==> src/rtl/bus_arbiter.sv <==
// Registered round-robin arbiter for the shared data/address bus.
// Issues a one-hot grant (the requester's tri-state drive enable) and inserts
// one dead turnaround cycle between owners so drivers never overlap.
// Optional feature macro: BUS_ARB_FIXED_PRIO_EN -- requester 0 (control unit)
// always wins arbitration and is never preempted; 1..NREQ-1 stay round-robin.
module bus_arbiter #(
  parameter int NREQ     = 4,
  parameter int MAX_HOLD = 8,
  parameter int IDW      = 2
) (
  input  logic            clk,
  input  logic            rst_n,
  input  logic [NREQ-1:0] req,
  input  logic [NREQ-1:0] lock,
  output logic [NREQ-1:0] gnt,
  output logic            gnt_valid,
  output logic [IDW-1:0]  gnt_id,
  output logic            preempt
);

  typedef enum logic [1:0] {IDLE, OWN, TURN} state_t;

  // Hold counter only needs to reach MAX_HOLD-1, where it saturates.
  localparam int HCW = (MAX_HOLD > 2) ? $clog2(MAX_HOLD) : 1;
  localparam logic [HCW-1:0] HOLD_SAT = (MAX_HOLD == 0) ? '0 : HCW'(MAX_HOLD - 1);

  state_t            state_q, state_d;
  logic [NREQ-1:0]   gnt_q, gnt_d;
  logic              gnt_valid_q, gnt_valid_d;
  logic [IDW-1:0]    gnt_id_q, gnt_id_d;
  logic              preempt_q, preempt_d;
  logic [HCW-1:0]    hold_cnt_q, hold_cnt_d;
  logic [IDW-1:0]    rr_ptr_q, rr_ptr_d;

  logic              arb_found;
  logic [IDW-1:0]    arb_winner;
  logic              owner_req;
  logic              owner_lock;
  logic              others_pending;
  logic              can_preempt;

  // Requester index reached by stepping 'off' places past 'base', wrapping.
  function automatic logic [IDW-1:0] wrap_idx(input logic [IDW-1:0] base, input int off);
    return IDW'((int'(base) + off) % NREQ);
  endfunction

  // Round-robin search starting just after the last winner.
  always_comb begin
    arb_found  = 1'b0;
    arb_winner = '0;
`ifdef BUS_ARB_FIXED_PRIO_EN
    if (req[0]) begin
      arb_found  = 1'b1;
      arb_winner = '0;
    end else begin
      for (int i = 1; i <= NREQ; i++) begin
        if (!arb_found && (wrap_idx(rr_ptr_q, i) != '0) && req[wrap_idx(rr_ptr_q, i)]) begin
          arb_found  = 1'b1;
          arb_winner = wrap_idx(rr_ptr_q, i);
        end
      end
    end
`else
    for (int i = 1; i <= NREQ; i++) begin
      if (!arb_found && req[wrap_idx(rr_ptr_q, i)]) begin
        arb_found  = 1'b1;
        arb_winner = wrap_idx(rr_ptr_q, i);
      end
    end
`endif
  end

  // Owner-side qualifiers; other requesters only matter as "someone is waiting".
  always_comb begin
    owner_req      = req[gnt_id_q];
    owner_lock     = lock[gnt_id_q];
    others_pending = |(req & ~gnt_q);
    can_preempt    = (MAX_HOLD != 0) && (hold_cnt_q == HOLD_SAT) && !owner_lock && others_pending;
`ifdef BUS_ARB_FIXED_PRIO_EN
    if (gnt_id_q == '0) begin
      can_preempt = 1'b0;
    end
`endif
  end

  // Next-state and registered-output computation for the ownership FSM.
  always_comb begin
    state_d    = state_q;
    gnt_d      = gnt_q;
    gnt_id_d   = gnt_id_q;
    preempt_d  = 1'b0;
    hold_cnt_d = hold_cnt_q;
    rr_ptr_d   = rr_ptr_q;
    case (state_q)
      IDLE, TURN: begin
        if (arb_found) begin
          state_d    = OWN;
          gnt_d      = NREQ'(1) << arb_winner;
          gnt_id_d   = arb_winner;
          rr_ptr_d   = arb_winner;
          hold_cnt_d = '0;
        end else begin
          state_d = IDLE;
          gnt_d   = '0;
        end
      end
      OWN: begin
        if (!owner_req) begin
          // Release wins over lock.
          state_d = TURN;
          gnt_d   = '0;
        end else if (can_preempt) begin
          state_d   = TURN;
          gnt_d     = '0;
          preempt_d = 1'b1;
        end else if (hold_cnt_q != HOLD_SAT) begin
          hold_cnt_d = hold_cnt_q + HCW'(1);
        end
      end
      default: begin
        state_d = IDLE;
        gnt_d   = '0;
      end
    endcase
    gnt_valid_d = |gnt_d;
  end

  // State and output registers with synchronous active-low reset.
  always_ff @(posedge clk) begin
    if (!rst_n) begin
      state_q     <= IDLE;
      gnt_q       <= '0;
      gnt_valid_q <= 1'b0;
      gnt_id_q    <= '0;
      preempt_q   <= 1'b0;
      hold_cnt_q  <= '0;
      rr_ptr_q    <= IDW'(NREQ - 1);
    end else begin
      state_q     <= state_d;
      gnt_q       <= gnt_d;
      gnt_valid_q <= gnt_valid_d;
      gnt_id_q    <= gnt_id_d;
      preempt_q   <= preempt_d;
      hold_cnt_q  <= hold_cnt_d;
      rr_ptr_q    <= rr_ptr_d;
    end
  end

  assign gnt       = gnt_q;
  assign gnt_valid = gnt_valid_q;
  assign gnt_id    = gnt_id_q;
  assign preempt   = preempt_q;

endmodule

==> config.mk <==
export PLATFORM = sky130hd
export DESIGN_NAME = bus_arbiter
export DESIGN_NICKNAME = d
export VERILOG_FILES = /design/src/rtl/bus_arbiter.sv
export SDC_FILE = /design/constraint.sdc
export NUM_CORES = 1
export LEC_CHECK = 0
export BUFFER_PORTS_ARGS = -buffer_cell sky130_fd_sc_hd__buf_2
export CORE_MARGIN = 4
export CORE_UTILIZATION = 30
export CTS_CLUSTER_DIAMETER = 60
export DETAILED_ROUTE_END_ITERATION = 16
export PLACE_DENSITY = 0.6
export SETUP_SLACK_MARGIN = 0.4
export SLEW_MARGIN = 20
export SYNTH_ARGS = -nofsm -noshare
export SYNTH_HDL_FRONTEND = slang
export SYNTH_SLANG_ARGS = --single-unit
==> constraint.sdc <==
create_clock -name clk -period 1.86 [get_ports clk]
set_input_delay 0.372 -clock clk [delete_from_list [all_inputs] [get_ports clk]]
set_output_delay 0.372 -clock clk [all_outputs]
set_load 0.02 [all_outputs]
==> results.txt <==
Status -> complete, no violations
Die area -> 3540 µm²
Post-synthesis cell type count -> 33
Clk_skew -> 0.00341 ns
Tcrit/Tclk final -> 0.843
Initial antenna violation count -> 0
NetSw -> 242 µW
Asr flop ratio synth -> 0
Mux cell area share after synthesis -> 0.0613
Vias/cell -> 5.15
DR pass1 iterations -> 3
CP endpoint kind -> flop
Cell Area, Synth -> 796 µm²
Worst EP required -> 2.04 ns
Sequential Power Share -> 0.483
Final setup violation count -> 0
Adder-cell share of the synthesized area -> 0.0314
Clk root buf -> clkbuf_4
Core area -> 2500 µm²
Power Dens Cells -> 794 nW/µm²
Slew Limit Fails -> 0
Slew headroom -> 0.658
Total GRT Usage -> 0.104
Dpl hpwl -> 1.31 mm
Switching share of power -> 0.317
Final hold violations -> 0
Largest family of logic cells by synthesized area -> compound AO/OA/AOI/OAI gates
Pin count of the biggest net entering global routing -> 19
Final wirelength -> 1.71 mm
Crit path time final -> 1.57 ns
Most common cell after layout, fill and taps aside -> buf_2
Worst Hold Class -> in2reg
Crit path max fanout -> 7
Max-cap viol count -> 0
Remaining DRCs -> 0
Share of post-route cells with drive strength above 1 -> 0.359
Int Pwr -> 523 µW
Finished Core Util -> 0.385
CTS Sinks -> 15
First-pass GRT wire length -> 2.79 mm
Die width -> 59.5 µm
R2r endpoint -> gnt[1]
# IOs -> 18
Max IR drop VDD -> 0.534 mV
Post-synth EDFFs -> 0
Max Root-Sink Buffers -> 2
PortBufs -> 17
Part of the power in combinational logic -> 0.273
Reg2Reg Setup Slack -> 0.29 ns
Largest area contributor in the netlist -> dfxtp_1
Commonest cells after routing, fill and taps aside -> buf_2 (17), dfxtp_1 (11), nand2_1 (7), nor2_1 (6), nor2b_1 (5)
Register area share after synthesis -> 0.377
ANT nets after route -> 0
H-tree Lvls -> 1
Simple-gate share of the synthesized area -> 0.245
Vias in the first global route -> 663
Max Freq -> 638 MHz
Row count -> 18
Synth Flop Type -> dfxtp_1
Setup TNS -> 0 ns
CP Launch Type -> flop
Worst Max-Slew Pin Slew -> 0.505 ns
Drt wl/cell -> 12.8 µm
Unrepaired setup endpoints after global routing -> yes
Gp weighted congestion -> 0.757
Initial DRC count -> 7
CTS Buf Count -> 3
Layout Nets -> 116
Post-Syn Nets -> 94
Post-synthesis xor/xnor area fraction -> 0
Worst-Skew Late Latency -> 0.28 ns
Cts hold-fix bufs -> 0
Synthesized flop and latch total -> 15
Initial core utilization -> 0.318
Post-synth top area share -> 0.377
Area delta synth->final -> 21.1%
CTS tree -> yes
Crit Path Class -> reg2reg
Avg Synthesized Cell Area -> 9.70 µm²
Diodes inserted -> 0
Synth Area in Compound Gates -> 0.270
Die height -> 59.5 µm
Fillers -> 257
Clock transition at path regs -> 0.09 ns
Leakage power total -> 0.391 nW
Area contributors post-synth -> dfxtp_1 (38%), o2bb2ai_1 (4.4%), nor2b_1 (3.9%), o41ai_4 (3.5%), mux4_1 (3.3%)
Grt ovf -> 0
Setup crit end -> gnt[1]
Total number of vias -> 685
Worst r2r src -> gnt_id[0]
Clock share of power -> 0.244
Worst-case reg-to-reg path depth -> 4
Mapped Cells -> 82
Beginning of the critical path -> gnt_id[0]
Synth Warn # -> 0
CP Data Arrival Time -> 1.75 ns
[cell type report]
cell class	count	area [µm²]	share of cell area
Clock buffer	3	22.5	0.0234
Clock inverter	1	5.00	0.00519
Inverter	1	3.75	0.00390
Multi-Input combinational cell	64	484	0.503
Sequential cell	15	310	0.322
Tap cell	30	37.5	0.0390
Timing Repair Buffer	19	100	0.104
[kinds of logic (layout without fill, tap and decap cells)]
| group | Yosys count | after routing |
|---|---|---|
| buffers and inverters | 3 | 24 |
| flip-flops | 15 | 15 |
| multiplexers | 2 | 2 |
| AO/OA/AOI/OAI | 26 | 26 |
| AND/OR/NAND/NOR | 34 | 34 |
| adder cells (fa/ha/maj) | 2 | 2 |
[worst min-delay path by stage]
stage | start | end | cells after the start
finish | rst_n | rr_ptr_q[1] | 2
global route | rst_n | rr_ptr_q[1] | 2
CTS | rst_n | rr_ptr_q[1] | 2
detailed placement | hold_cnt_q[2] | hold_cnt_q[2] | 2
global placement | hold_cnt_q[1] | hold_cnt_q[1] | 2
floorplan | hold_cnt_q[1] | hold_cnt_q[1] | 2
[power by group through the flow]
| stage | clock (mW) | sequential, mW | combinational, mW |
|---|---|---|---|
| final | 0.187 | 0.370 | 0.209 |
| after global routing | 0.213 | 0.374 | 0.228 |
| after CTS | 0.196 | 0.370 | 0.210 |
| after detailed placement | 0 | 0.379 | 0.195 |
| after global placement | 0 | 0.379 | 0.192 |
| after floorplan | 0 | 0.392 | 0.126 |
[synth_stat cells (2+ instances only)]
cell	number
o21ai_0	2
nor2_1	6
o2bb2ai_1	4
nand3_1	2
o22ai_1	4
and2_1	4
clkbuf_1	2
dfxtp_1	15
nand2_1	7
ha_1	2
nor2b_1	5
a21o_1	2
nand2b_1	3
o21ai_1	3
a21oi_1	3
[layer usage]
metal | global-route usage | part of all wire | wire [µm] | vias to the layer above
li1 | - | - | - | 347
met4 | 0.0190 | 0.0082 | 14 | 0
met1 | 0.119 | 0.44 | 746 | 321
met2 | 0.183 | 0.49 | 834 | 15
met3 | 0.0436 | 0.065 | 111 | 2
met5 | 0 | 0 | 0 | -
[critical path, cell delays in order (launching register included)]
cell and delay (ns):
dfxtp_4 0.36, mux4_2 0.53, o211a_4 0.29, o2bb2ai_1 0.13, and2_1 0.16
[state kept, by name, indices dropped and copies added (netlist names)]
name / count
gnt: 4
gnt_id: 2
gnt_valid: 1
hold_cnt_q: 3
preempt: 1
rr_ptr_q: 2
state_q: 2
[stage by stage]
step | worst slack [ns] | hold slack (ns) | area [µm²] | instances | total power [mW]
4_1_cts | 0.263 | 0.403 | 963 | 133 | 0.776
3_3_place_gp | 0.185 | 0.462 | 917 | 127 | 0.571
5_1_grt | 0.240 | 0.406 | 963 | 133 | 0.816
6_report | 0.292 | 0.407 | 963 | 133 | 0.765
2_1_floorplan | 0.299 | 0.450 | 802 | 82 | 0.518
3_5_place_dp | 0.146 | 0.470 | 917 | 127 | 0.575
[repair_timing]
item                                    in CTS  in global routing
setup buffers                                2                  0
gates resized for setup                      1                  0
endpoints found under the setup margin       9                 10
pin swaps                                    1                  1
Power figures use the tool's default switching activity.
